## config.mk

```make
export PLATFORM = sky130hd
export DESIGN_NAME = char_string_sequencer_flat
export DESIGN_NICKNAME = d
export VERILOG_FILES = /design/src/rtl/char_string_sequencer_pkg.sv /design/src/rtl/char_string_sequencer_if.sv /design/src/rtl/char_string_sequencer_buffer.sv /design/src/rtl/char_string_sequencer.sv /design/src/flat_wrapper.sv
export SDC_FILE = /design/constraint.sdc
export NUM_CORES = 1
export LEC_CHECK = 0
export BUFFER_PORTS_ARGS = -buffer_cell sky130_fd_sc_hd__buf_2
export CAP_MARGIN = 25
export CORE_ASPECT_RATIO = 0.7
export CORE_MARGIN = 5
export CORE_UTILIZATION = 44
export CTS_BUF_LIST = sky130_fd_sc_hd__clkbuf_4 sky130_fd_sc_hd__clkbuf_8 sky130_fd_sc_hd__clkbuf_16
export CTS_CLUSTER_SIZE = 10
export DETAILED_ROUTE_END_ITERATION = 6
export HOLD_SLACK_MARGIN = 0.1
export PLACE_DENSITY = 0.59
export SETUP_SLACK_MARGIN = 0.02
export SYNTH_ARGS = -nofsm -noshare
export SYNTH_HDL_FRONTEND = slang
export SYNTH_SLANG_ARGS = --single-unit
```

## constraint.sdc

```tcl
create_clock -name clk -period 3.6 [get_ports clk]
set_input_delay 0.72 -clock clk [delete_from_list [all_inputs] [get_ports clk]]
set_output_delay 0.72 -clock clk [all_outputs]
set_load 0.1 [all_outputs]
```

## src/rtl/char_string_sequencer_pkg.sv

```systemverilog
// Shared types and constants for the character-string sequencer and its buffer.
package seq_pkg;

   localparam int MAX_CHARS_D  = 16;
   localparam int CHAR_PITCH_D = 24;
   localparam int PIX_PER_CHAR = 25;
   localparam int CNT_W        = $clog2(MAX_CHARS_D) + 1;

   typedef enum logic [2:0] {
      IDLE   = 3'd0,
      LOAD   = 3'd1,
      SETUP  = 3'd2,
      DRAW   = 3'd3,
      NEXT   = 3'd4,
      FINISH = 3'd5
   } state_e;

   // PS/2 set-2 codes for function keys, for hosts that map them to commands
   localparam logic [7:0] SC_F1 = 8'h05;
   localparam logic [7:0] SC_F2 = 8'h06;
   localparam logic [7:0] SC_F3 = 8'h04;

endpackage

```

## src/rtl/char_string_sequencer_if.sv

```systemverilog
// Host-side buffer/control signals plus the datapath control bundle for the sequencer.
interface char_string_sequencer_if;
   import seq_pkg::*;

   logic             wr_en;
   logic [7:0]       wr_data;
   logic             clear;
   logic             start;
   logic [8:0]       base_x;
   logic [8:0]       base_y;
   logic             busy;
   logic             done;
   logic [CNT_W-1:0] count;
   logic             full;
   logic [7:0]       address;
   logic             ld_value;
   logic             ld_colour;
   logic             next_colour;
   logic             reset_counter;
   logic             enable_counter;
   logic [8:0]       x_input;
   logic [8:0]       y_input;
   logic             plot;

   modport master (
      output wr_en, wr_data, clear, start, base_x, base_y,
      input  busy, done, count, full, address, ld_value, ld_colour, next_colour,
             reset_counter, enable_counter, x_input, y_input, plot
   );

   modport slave (
      input  wr_en, wr_data, clear, start, base_x, base_y,
      output busy, done, count, full, address, ld_value, ld_colour, next_colour,
             reset_counter, enable_counter, x_input, y_input, plot
   );

endinterface

```

## src/rtl/char_string_sequencer_buffer.sv

```systemverilog
// Scan-code register file with fill count; writes and clears only take effect when idle.
module char_buffer #(
   parameter int DEPTH = 16,
   parameter int IW    = $clog2(DEPTH),
   parameter int CW    = IW + 1
) (
   input  logic          clk,
   input  logic          rst_n,
   input  logic          i_wr_en,
   input  logic [7:0]    i_wr_data,
   input  logic          i_clear,
   input  logic          i_idle,
   input  logic [IW-1:0] i_rd_idx,
   output logic [7:0]    o_rd_data,
   output logic [CW-1:0] o_count,
   output logic          o_full
);

   logic [7:0]    r_mem [DEPTH];
   logic [CW-1:0] r_count;
   logic          w_full;
   logic          w_wr;
   logic          w_clr;

   assign w_full = (r_count == CW'(DEPTH));
   assign w_clr  = i_idle & i_clear;
   assign w_wr   = i_idle & i_wr_en & ~i_clear & ~w_full;

   // Contents are don't-care after reset, so the array carries no reset
   always_ff @(posedge clk) begin
      if (w_wr) r_mem[r_count[IW-1:0]] <= i_wr_data;
   end

   always_ff @(posedge clk or negedge rst_n) begin
      if (!rst_n)     r_count <= '0;
      else if (w_clr) r_count <= '0;
      else if (w_wr)  r_count <= r_count + CW'(1);
   end

   assign o_rd_data = r_mem[i_rd_idx];
   assign o_count   = r_count;
   assign o_full    = w_full;

endmodule

```

## src/rtl/char_string_sequencer.sv

```systemverilog
// Walks the scan-code buffer and sequences the 5x5 character datapath, one char per 28 cycles.
module char_string_sequencer
   import seq_pkg::*;
#(
   parameter int MAX_CHARS  = MAX_CHARS_D,
   parameter int CHAR_PITCH = CHAR_PITCH_D
) (
   input  logic                    clk,
   input  logic                    rst_n,
   char_string_sequencer_if.slave  bus
);

   localparam int IW = $clog2(MAX_CHARS);

   state_e        r_state;
   logic [IW-1:0] r_idx;
   logic [4:0]    r_pix;
   logic [7:0]    r_addr;
   logic [8:0]    r_x;
   logic [8:0]    r_y;
   logic          r_plot;

   logic          w_idle;
   logic          w_last;
   logic [IW-1:0] w_rd_idx;
   logic [7:0]    w_rd_data;
   logic [CNT_W-1:0] w_count;
   logic          w_full;

   assign w_idle = (r_state == IDLE);

   // Read port looks one character ahead so address is registered on entry to LOAD
   assign w_rd_idx = w_idle ? '0 : r_idx + IW'(1);
   assign w_last   = (CNT_W'(r_idx) == w_count - CNT_W'(1));

   char_buffer #(.DEPTH(MAX_CHARS)) u_buf (
      .clk       (clk),
      .rst_n     (rst_n),
      .i_wr_en   (bus.wr_en),
      .i_wr_data (bus.wr_data),
      .i_clear   (bus.clear),
      .i_idle    (w_idle),
      .i_rd_idx  (w_rd_idx),
      .o_rd_data (w_rd_data),
      .o_count   (w_count),
      .o_full    (w_full)
   );

   always_ff @(posedge clk or negedge rst_n) begin
      if (!rst_n) begin
         r_state <= IDLE;
         r_idx   <= '0;
         r_pix   <= '0;
         r_addr  <= '0;
         r_x     <= '0;
         r_y     <= '0;
         r_plot  <= 1'b0;
      end else begin
         r_plot <= (r_state == DRAW);
         unique case (r_state)
            IDLE: begin
               if (bus.start) begin
                  if (w_count == '0) begin
                     r_state <= FINISH;
                  end else begin
                     r_state <= LOAD;
                     r_idx   <= '0;
                     r_addr  <= w_rd_data;
                     r_x     <= bus.base_x;
                     r_y     <= bus.base_y;
                  end
               end
            end
            LOAD:  r_state <= SETUP;
            SETUP: begin
               r_pix   <= '0;
               r_state <= DRAW;
            end
            DRAW: begin
               r_pix <= r_pix + 5'd1;
               if (r_pix == 5'(PIX_PER_CHAR - 1)) r_state <= NEXT;
            end
            NEXT: begin
               r_idx <= r_idx + IW'(1);
               if (w_last) begin
                  r_state <= FINISH;
               end else begin
                  r_state <= LOAD;
                  r_addr  <= w_rd_data;
                  r_x     <= r_x + 9'(CHAR_PITCH);
               end
            end
            FINISH:  r_state <= IDLE;
            default: r_state <= IDLE;
         endcase
      end
   end

   assign bus.busy           = ~w_idle;
   assign bus.done           = (r_state == FINISH);
   assign bus.count          = w_count;
   assign bus.full           = w_full;
   assign bus.address        = r_addr;
   assign bus.reset_counter  = (r_state == LOAD);
   assign bus.ld_value       = (r_state == SETUP);
   assign bus.ld_colour      = (r_state == SETUP);
   assign bus.next_colour    = (r_state == DRAW);
   assign bus.enable_counter = (r_state == DRAW);
   assign bus.x_input        = r_x;
   assign bus.y_input        = r_y;
   assign bus.plot           = r_plot;

endmodule

```

## src/flat_wrapper.sv

```systemverilog
// flat-port wrapper written by rule: the top's interface ports become plain ports
module char_string_sequencer_flat import seq_pkg::*;
#(
   parameter int MAX_CHARS  = MAX_CHARS_D,
   parameter int CHAR_PITCH = CHAR_PITCH_D
)
  (clk, rst_n, bus_wr_en, bus_wr_data, bus_clear, bus_start, bus_base_x, bus_base_y, bus_busy, bus_done, bus_count, bus_full, bus_address, bus_ld_value, bus_ld_colour, bus_next_colour, bus_reset_counter, bus_enable_counter, bus_x_input, bus_y_input, bus_plot);
  char_string_sequencer_if bus_i ();
  input  logic clk;
  input  logic rst_n;
  input wire logic [$bits(bus_i.wr_en)-1:0] bus_wr_en;
  input wire logic [$bits(bus_i.wr_data)-1:0] bus_wr_data;
  input wire logic [$bits(bus_i.clear)-1:0] bus_clear;
  input wire logic [$bits(bus_i.start)-1:0] bus_start;
  input wire logic [$bits(bus_i.base_x)-1:0] bus_base_x;
  input wire logic [$bits(bus_i.base_y)-1:0] bus_base_y;
  output wire logic [$bits(bus_i.busy)-1:0] bus_busy;
  output wire logic [$bits(bus_i.done)-1:0] bus_done;
  output wire logic [$bits(bus_i.count)-1:0] bus_count;
  output wire logic [$bits(bus_i.full)-1:0] bus_full;
  output wire logic [$bits(bus_i.address)-1:0] bus_address;
  output wire logic [$bits(bus_i.ld_value)-1:0] bus_ld_value;
  output wire logic [$bits(bus_i.ld_colour)-1:0] bus_ld_colour;
  output wire logic [$bits(bus_i.next_colour)-1:0] bus_next_colour;
  output wire logic [$bits(bus_i.reset_counter)-1:0] bus_reset_counter;
  output wire logic [$bits(bus_i.enable_counter)-1:0] bus_enable_counter;
  output wire logic [$bits(bus_i.x_input)-1:0] bus_x_input;
  output wire logic [$bits(bus_i.y_input)-1:0] bus_y_input;
  output wire logic [$bits(bus_i.plot)-1:0] bus_plot;
  assign bus_i.wr_en = bus_wr_en;
  assign bus_i.wr_data = bus_wr_data;
  assign bus_i.clear = bus_clear;
  assign bus_i.start = bus_start;
  assign bus_i.base_x = bus_base_x;
  assign bus_i.base_y = bus_base_y;
  assign bus_busy = bus_i.busy;
  assign bus_done = bus_i.done;
  assign bus_count = bus_i.count;
  assign bus_full = bus_i.full;
  assign bus_address = bus_i.address;
  assign bus_ld_value = bus_i.ld_value;
  assign bus_ld_colour = bus_i.ld_colour;
  assign bus_next_colour = bus_i.next_colour;
  assign bus_reset_counter = bus_i.reset_counter;
  assign bus_enable_counter = bus_i.enable_counter;
  assign bus_x_input = bus_i.x_input;
  assign bus_y_input = bus_i.y_input;
  assign bus_plot = bus_i.plot;
  char_string_sequencer #(.MAX_CHARS(MAX_CHARS), .CHAR_PITCH(CHAR_PITCH)) u_core (.clk(clk), .rst_n(rst_n), .bus(bus_i));
endmodule
```

==> results of run 1 <==
## routing by layer
| layer | part of all wire | up-vias | track usage |
|---|---|---|---|
| met3 | 0.062 | 21 | 0.0461 |
| met1 | 0.50 | 2469 | 0.288 |
| met4 | 0.011 | 0 | 0.0465 |
| met5 | 0 | - | 0 |
| met2 | 0.43 | 138 | 0.260 |
| li1 | - | 2259 | - |
## layout make-up
class | count | area (µm²) | area share
flip-flops and latches | 172 | 4950 | 0.561
multi-input cells | 333 | 2390 | 0.271
repair buffers | 87 | 505 | 0.0573
clock buffers | 19 | 453 | 0.0513
well taps | 231 | 289 | 0.0328
clock inverters | 13 | 190 | 0.0216
inverters | 13 | 48.8 | 0.00553
## layout by cell type, fill, tap and decap left out, types with 4 or more instances in the layout
cell type	count
sky130_fd_sc_hd__edfxtp_1	128
sky130_fd_sc_hd__buf_2	70
sky130_fd_sc_hd__dfrtp_1	43
sky130_fd_sc_hd__nor2_1	33
sky130_fd_sc_hd__mux2i_1	30
sky130_fd_sc_hd__nand2_1	25
sky130_fd_sc_hd__o21ai_0	25
sky130_fd_sc_hd__a21oi_1	23
sky130_fd_sc_hd__nand2b_1	17
sky130_fd_sc_hd__clkbuf_16	17
sky130_fd_sc_hd__nand3_1	15
sky130_fd_sc_hd__mux2_2	15
sky130_fd_sc_hd__a211oi_1	15
sky130_fd_sc_hd__buf_4	14
sky130_fd_sc_hd__inv_1	13
sky130_fd_sc_hd__nor3_1	13
sky130_fd_sc_hd__a31oi_1	13
sky130_fd_sc_hd__a22o_1	12
sky130_fd_sc_hd__xnor2_1	9
sky130_fd_sc_hd__ha_1	9
sky130_fd_sc_hd__nor3b_1	7
sky130_fd_sc_hd__or3_1	7
sky130_fd_sc_hd__a2111o_1	6
sky130_fd_sc_hd__o21a_1	6
sky130_fd_sc_hd__nor2b_1	5
sky130_fd_sc_hd__nor4_1	5
sky130_fd_sc_hd__o2111ai_1	5
sky130_fd_sc_hd__clkinv_4	5
sky130_fd_sc_hd__a22oi_1	4
sky130_fd_sc_hd__o22ai_1	4
sky130_fd_sc_hd__bufinv_16	4
## metrics by stage
step	utilization	instance area, µm²	setup WS (ns)	instances	hold WS (ns)
after floorplan	-	7550	0.175	554	0.424
after global routing	0.518	8820	0.552	868	0.518
after CTS	0.517	8790	0.636	866	0.480
after detailed placement	0.479	8150	0.863	834	0.488
final	0.518	8820	0.675	868	0.501
after global placement	0.479	8150	0.908	834	0.484
## repair_timing
| item | 4_1_cts | 5_1_grt |
|---|---|---|
| gates resized for setup | 0 | 0 |
| endpoints found under the hold margin | 0 | 4 |
| hold buffers | 0 | 1 |
## sequential cells by signal, indices dropped and copies added (netlist names)
| name | cells |
|---|---|
| u_core.bus.plot | 1 |
| u_core.bus.x_input | 9 |
| u_core.bus.address | 8 |
| u_core.u_buf.r_mem | 128 |
| u_core.r_pix | 5 |
| u_core.u_buf.o_count | 5 |
| u_core.bus.y_input | 9 |
| u_core.r_state | 3 |
| u_core.r_idx | 4 |
## cells in the mapped netlist, types with 2 or more instances
cell,count,area share
sky130_fd_sc_hd__ha_1,9,0.015
sky130_fd_sc_hd__o21a_1,6,0.0060
sky130_fd_sc_hd__nand2_1,25,0.012
sky130_fd_sc_hd__nor4_1,5,0.0041
sky130_fd_sc_hd__buf_4,2,0.0020
sky130_fd_sc_hd__nand3_1,15,0.010
sky130_fd_sc_hd__nor3b_1,8,0.0080
sky130_fd_sc_hd__dfrtp_1,44,0.15
sky130_fd_sc_hd__mux2i_1,30,0.040
sky130_fd_sc_hd__o221ai_1,3,0.0035
sky130_fd_sc_hd__or3_1,7,0.0058
sky130_fd_sc_hd__buf_6,2,0.0030
sky130_fd_sc_hd__a21oi_1,23,0.015
sky130_fd_sc_hd__a2111o_1,6,0.0090
sky130_fd_sc_hd__o21ai_0,25,0.017
sky130_fd_sc_hd__clkbuf_1,12,0.0060
sky130_fd_sc_hd__nor2b_1,5,0.0041
sky130_fd_sc_hd__a211oi_1,15,0.015
sky130_fd_sc_hd__mux4_2,3,0.0090
sky130_fd_sc_hd__a22oi_1,4,0.0040
sky130_fd_sc_hd__o22ai_1,4,0.0033
sky130_fd_sc_hd__a311oi_1,2,0.0023
sky130_fd_sc_hd__mux2_2,15,0.022
sky130_fd_sc_hd__buf_1,2,0.0010
sky130_fd_sc_hd__a21o_1,2,0.0020
sky130_fd_sc_hd__inv_1,13,0.0065
sky130_fd_sc_hd__o2111ai_1,5,0.0058
sky130_fd_sc_hd__edfxtp_1,128,0.51
sky130_fd_sc_hd__nand2b_1,17,0.014
sky130_fd_sc_hd__a22o_1,12,0.014
sky130_fd_sc_hd__nor2_1,33,0.016
sky130_fd_sc_hd__xor2_1,3,0.0035
sky130_fd_sc_hd__a31oi_1,13,0.011
sky130_fd_sc_hd__buf_2,18,0.012
sky130_fd_sc_hd__xnor2_1,9,0.010
sky130_fd_sc_hd__nor3_1,13,0.0086
## how the worst min path moves through the flow
| stage | from | to | slack (ns) | depth (start not counted) |
|---|---|---|---|---|
| finish | u_core.bus.y_input[6]$_DFFE_PN0P_ | u_core.bus.y_input[6]$_DFFE_PN0P_ | 0.50 | 1 |
| global route | bus_base_x[1] | u_core.bus.x_input[1]$_DFFE_PN0P_ | 0.52 | 2 |
| CTS | rst_n | u_core.bus.y_input[7]$_DFFE_PN0P_ | 0.48 | 1 |
| detailed placement | u_core.bus.y_input[6]$_DFFE_PN0P_ | u_core.bus.y_input[6]$_DFFE_PN0P_ | 0.49 | 1 |
| global placement | u_core.bus.y_input[1]$_DFFE_PN0P_ | u_core.bus.y_input[1]$_DFFE_PN0P_ | 0.48 | 1 |
| floorplan | rst_n | u_core.bus.address[0]$_DFFE_PN0P_ | 0.42 | 0 |
## cell families after synthesis
logic type | synth area share
AND/OR/NAND/NOR | 0.0951
buffers and inverters | 0.0304
AO/OA/AOI/OAI | 0.113
adder cells (fa/ha/maj) | 0.0149
XOR/XNOR | 0.0192
flip-flops | 0.656
multiplexers | 0.0712
## worst register-to-register path, cell delays in order, from the launching register on
cell                       delay [ns]
sky130_fd_sc_hd__dfrtp_1         0.50
sky130_fd_sc_hd__inv_1           0.13
sky130_fd_sc_hd__ha_1            0.25
sky130_fd_sc_hd__nor3b_1         0.17
sky130_fd_sc_hd__a211oi_2        0.51
sky130_fd_sc_hd__nand2_1         0.24
sky130_fd_sc_hd__nor2_1          0.59
==> impl_metrics.yaml, run 1 <==
cts:
  cts_tree: "done"
  cts_root_buf: "sky130_fd_sc_hd__clkbuf_16"
  cts-buffers-inserted: 17
  clk_path_buf_depth: 2
  cts.reportedPaths.clkPinSlew_ns: 0.07
  cts_setup_buffers: 0
  cts.sinks: 172
  clk-insertion-delay-late_ns: 0.42
  cts-htree-levels: 4
run_status:
  status: "completed"
global_route:
  largest_net_degree_at_the_start_of_global_routing: 49
  first_pass_grt_wire_length_um: 28100
  globalRouteTotalUtil: 0.185
  vias_in_the_first_global_route: 4695
  grt.overflow.total: 0
  antenna_violations_before_repair: 0
setup_path:
  worst-r2r-setup-slack_ns: 0.84
  critical_path.reg2reg.startpoint: "u_core.u_buf.o_count[0]$_DFFE_PN0P_"
  max_stage_delay_ns: 0.48
  critical_path.reg2reg.endpoint: "u_core.u_buf.r_mem[14][3]$_DFFE_PP_"
  critPathCaptureType: "output pin"
  cp-endpoint: "bus_full"
  worst_r2r_path_depth: 6
  critPathLaunchType: "flip-flop"
  cp_slowest_cell: "sky130_fd_sc_hd__dfrtp_1"
  timing.critical_path.fanout_max: 8
  crit_cells: 5
  critical_path_start_end_classification: "flip-flop to output pin"
  critical_path.top_delay_family: "buffers and inverters"
  arrival_ns: 2.20
  critical_path.startpoint: "u_core.u_buf.o_count[0]$_DFFE_PN0P_"
  required_ns: 2.88
  cp_cell_sequence: "inv_1, ha_1, nor3b_1, and2_1, buf_2"
  worstPathBufferInverterCount: 2
synth:
  post_synth.cell_area_avg_um2: 13.6
  synth_enable_flop_cells: 128
  ys.flop_type: "sky130_fd_sc_hd__edfxtp_1"
  synth_seq_cells: 172
  synth.net_count: 594
  synth-warning-count: 0
  syn_area_um2: 7540
  seq_area_frac_synth: 0.656
  yosysUniqueCellTypes: 52
  synthesis.instances: 554
  synthArstFlopShare: 0.256
sta:
  finalSetupViolations: 0
  tightestPinTransition_ns: 0.914
  layout_worst_path_cycle_share: 0.812
  final_max_slew_viol_count: 0
  setup_repair_after_global_routing_missed_its_margin: "false"
  finalSetupTns_ns: 0
  finalClockSkew_ns: 0.00926
  final_period_minus_worst_setup_slack_ns: 2.92
  maxSlewHeadroom: 0.389
  hold_viol_final: 0
  maxClockFrequency_mhz: 342
route:
  wirelength_um: 18200
  via_count_of_the_routed_design: 4887
  drt_pass1_iterations: 5
  viasPerCell: 5.63
  wl_per_cell_um: 21.0
  drt_drc: 0
  ant_nets: 0
  dr.first_iter.drc_count: 502
floorplan:
  rows: 40
  io-pin-count: 71
  design.core.area_um2: 17000
  dieArea_um2: 19900
  initial_utilization: 0.443
  die_width_um: 166
  die_h_um: 120
cells_and_area:
  antenna_cells: 0
  finish.net_count: 664
  areaGrowthSynthToFinish_pct: 17.0
  final_layout_size_suffix_gt1_frac: 0.226
  number_of_filler_cells_placed_in_the_layout: 1460
hold_path:
  hold_crit_path_type: "flip-flop to flip-flop"
placed_design:
  dp_wirelength_um: 12300
  place.gp.congestion: 0.859
  port-buffer-count: 70
job:
  cap_violations: 0
Power of run 1 is not shown: default switching activity piles up to over one toggle a cycle in this logic, so the estimate is an artifact.
==> run 2, diff against run 1 <==
clock period = 2.9 ns   (was 3.6 ns; I/O delays follow)
==> run 2 against run 1 <==
Compared with the run above: critical path depth unchanged; hold slack got worse by 0.13 ns; worst setup slack got worse by 0.53 ns; non-clock buffer count rose by 17; flip-flop and latch count unchanged; clock skew rose by 0.0010 ns; critical path type unchanged; critical endpoint unchanged; largest cell class unchanged; highest routed layer unchanged.
==> impl_metrics.yaml, run 2 (same netlist as run 1, synthesis figures left out) <==
setup_path:
  critPathLaunchType: "flip-flop"
  critical_path.reg2reg.startpoint: "u_core.r_state[2]$_DFFE_PN0P_"
  required_ns: 2.32
  worst_r2r_path_depth: 7
  critPathCaptureType: "output pin"
  worst-r2r-setup-slack_ns: 0.45
  critical_path_start_end_classification: "flip-flop to output pin"
  arrival_ns: 2.18
  critical_path.reg2reg.endpoint: "u_core.u_buf.r_mem[2][7]$_DFFE_PP_"
  timing.critical_path.fanout_max: 8
cts:
  clk_path_buf_depth: 2
  cts_root_buf: "sky130_fd_sc_hd__clkbuf_16"
  cts-buffers-inserted: 17
  cts.sinks: 172
  cts_setup_buffers: 0
  cts.reportedPaths.clkPinSlew_ns: 0.07
  cts-htree-levels: 4
  cts_tree: "done"
  clk-insertion-delay-late_ns: 0.43
sta:
  hold_viol_final: 0
  layout_worst_path_cycle_share: 0.951
  maxClockFrequency_mhz: 363
  hold_ws_ns: 0.375
  final_period_minus_worst_setup_slack_ns: 2.76
  maxSlewHeadroom: 0.524
  final_max_slew_viol_count: 0
  finalSetupTns_ns: 0
  finalClockSkew_ns: 0.0103
  setup_repair_after_global_routing_missed_its_margin: "false"
  finalSetupViolations: 0
  tightestPinTransition_ns: 0.704
route:
  met3_length_um: 1770
  ant_nets: 0
  drt_drc: 0
  via_count_of_the_routed_design: 4976
  drt_pass1_iterations: 5
  wirelength_um: 18500
  detail_route.wirelength.met1_um: 8810
  dr.first_iter.drc_count: 577
  wl_met2_um: 7690
  viasPerCell: 5.62
  wl_per_cell_um: 20.9
  top_layer_used: "met4"
cells_and_area:
  layout.cells.most_common_list: "sky130_fd_sc_hd__edfxtp_1, sky130_fd_sc_hd__buf_2, sky130_fd_sc_hd__dfrtp_1, sky130_fd_sc_hd__nor2_1"
  final_core_utilization: 0.523
  postLayoutCellArea_um2: 8900
  layout_commonest_cell: "sky130_fd_sc_hd__edfxtp_1"
  antenna_cells: 0
  finish.net_count: 681
  final_layout_size_suffix_gt1_frac: 0.254
  largest_reg_flops: 128
  number_of_filler_cells_placed_in_the_layout: 1468
  areaGrowthSynthToFinish_pct: 18.1
floorplan:
  die_width_um: 166
  design.core.area_um2: 17000
  initial_utilization: 0.443
  die_h_um: 120
  io-pin-count: 71
  dieArea_um2: 19900
  rows: 40
global_route:
  first_pass_grt_wire_length_um: 28600
  grt.overflow.total: 0
  globalRouteTotalUtil: 0.190
  largest_net_degree_at_the_start_of_global_routing: 79
  vias_in_the_first_global_route: 4845
  antenna_violations_before_repair: 0
hold_path:
  min_from: "bus_base_x[0]"
  min_path_cells: 2
  hold-path-endpoint: "u_core.bus.x_input[0]$_DFFE_PN0P_"
  hold_crit_path_type: "input pin to flip-flop"
pwr:
  power_leakage_nw: 3.28
  powerDensity_nw_per_um2: 1220
  vdd_drop_max_mv: 0.670
run_status:
  status: "completed"
placed_design:
  port-buffer-count: 70
  dpl_cell_area_um2: 8300
  dp_wirelength_um: 12900
  place.gp.congestion: 0.916
job:
  cap_violations: 0
[run 2: repair_timing]
action / CTS / global route
setup endpoints to repair: 0 / 2
endpoints found under the hold margin: 0 / 5
resized for setup: 0 / 1
hold buffers: 0 / 1
[run 2: area by class of cell]
cell class,instances,area (µm²),area share
flip-flops and latches,172,4950,0.556
well taps,231,289,0.0325
clock inverters,8,56.3,0.00632
inverters,13,48.8,0.00548
clock buffers,24,520,0.0585
multi-input cells,333,2390,0.269
repair buffers,104,646,0.0725
[run 2: per-layer routing]
layer	GRT usage	vias to the layer above
met5	0	-
met4	0.0516	0
met3	0.0616	20
met2	0.256	190
met1	0.294	2481
li1	-	2285
[run 2: through the flow]
stage / power [mW] / instances / setup slack (ns)
3_3_place_gp: 8.61 / 851 / 0.496
5_1_grt: 11.4 / 885 / 0.0212
4_1_cts: 10.8 / 883 / 0.125
2_1_floorplan: 7.35 / 554 / 0.0171
6_report: 10.8 / 885 / 0.142
3_5_place_dp: 8.67 / 851 / 0.460
[run 2: worst max-delay path, stage by stage, from the launching register on]
cell                      delay [ns]
sky130_fd_sc_hd__dfrtp_2        0.48
sky130_fd_sc_hd__inv_1          0.13
sky130_fd_sc_hd__ha_1           0.20
sky130_fd_sc_hd__nor3b_1        0.35
sky130_fd_sc_hd__and2_1         0.18
sky130_fd_sc_hd__buf_2          0.42
[run 2: power breakdown]
group	internal, mW	total, mW	switching [mW]	leakage [nW]
Sequential	2.94	3.27	0.326	1.68
Combinational	1.50	5.38	3.88	1.30
Clock	1.26	2.18	0.917	0.293
[run 2: how the worst max path moves through the flow]
stage / startpoint / endpoint / slack [ns] / cells past startpoint
2_1_floorplan: u_core.u_buf.o_count[0]$_DFFE_PN0P_ / u_core.u_buf.r_mem[1][0]$_DFFE_PP_ / 0.02 / 6
3_3_place_gp: u_core.u_buf.o_count[0]$_DFFE_PN0P_ / u_core.bus.y_input[6]$_DFFE_PN0P_ / 0.50 / 6
3_5_place_dp: u_core.r_idx[0]$_DFFE_PN0P_ / u_core.bus.address[3]$_DFFE_PN0P_ / 0.46 / 6
4_1_cts: u_core.u_buf.o_count[0]$_DFFE_PN0P_ / bus_full / 0.12 / 5
5_1_grt: u_core.r_state[2]$_DFFE_PN0P_ / bus_enable_counter / 0.02 / 5
6_report: u_core.u_buf.o_count[0]$_DFFE_PN0P_ / bus_full / 0.14 / 5
No activity file was read; power rests on OpenSTA's default activity.
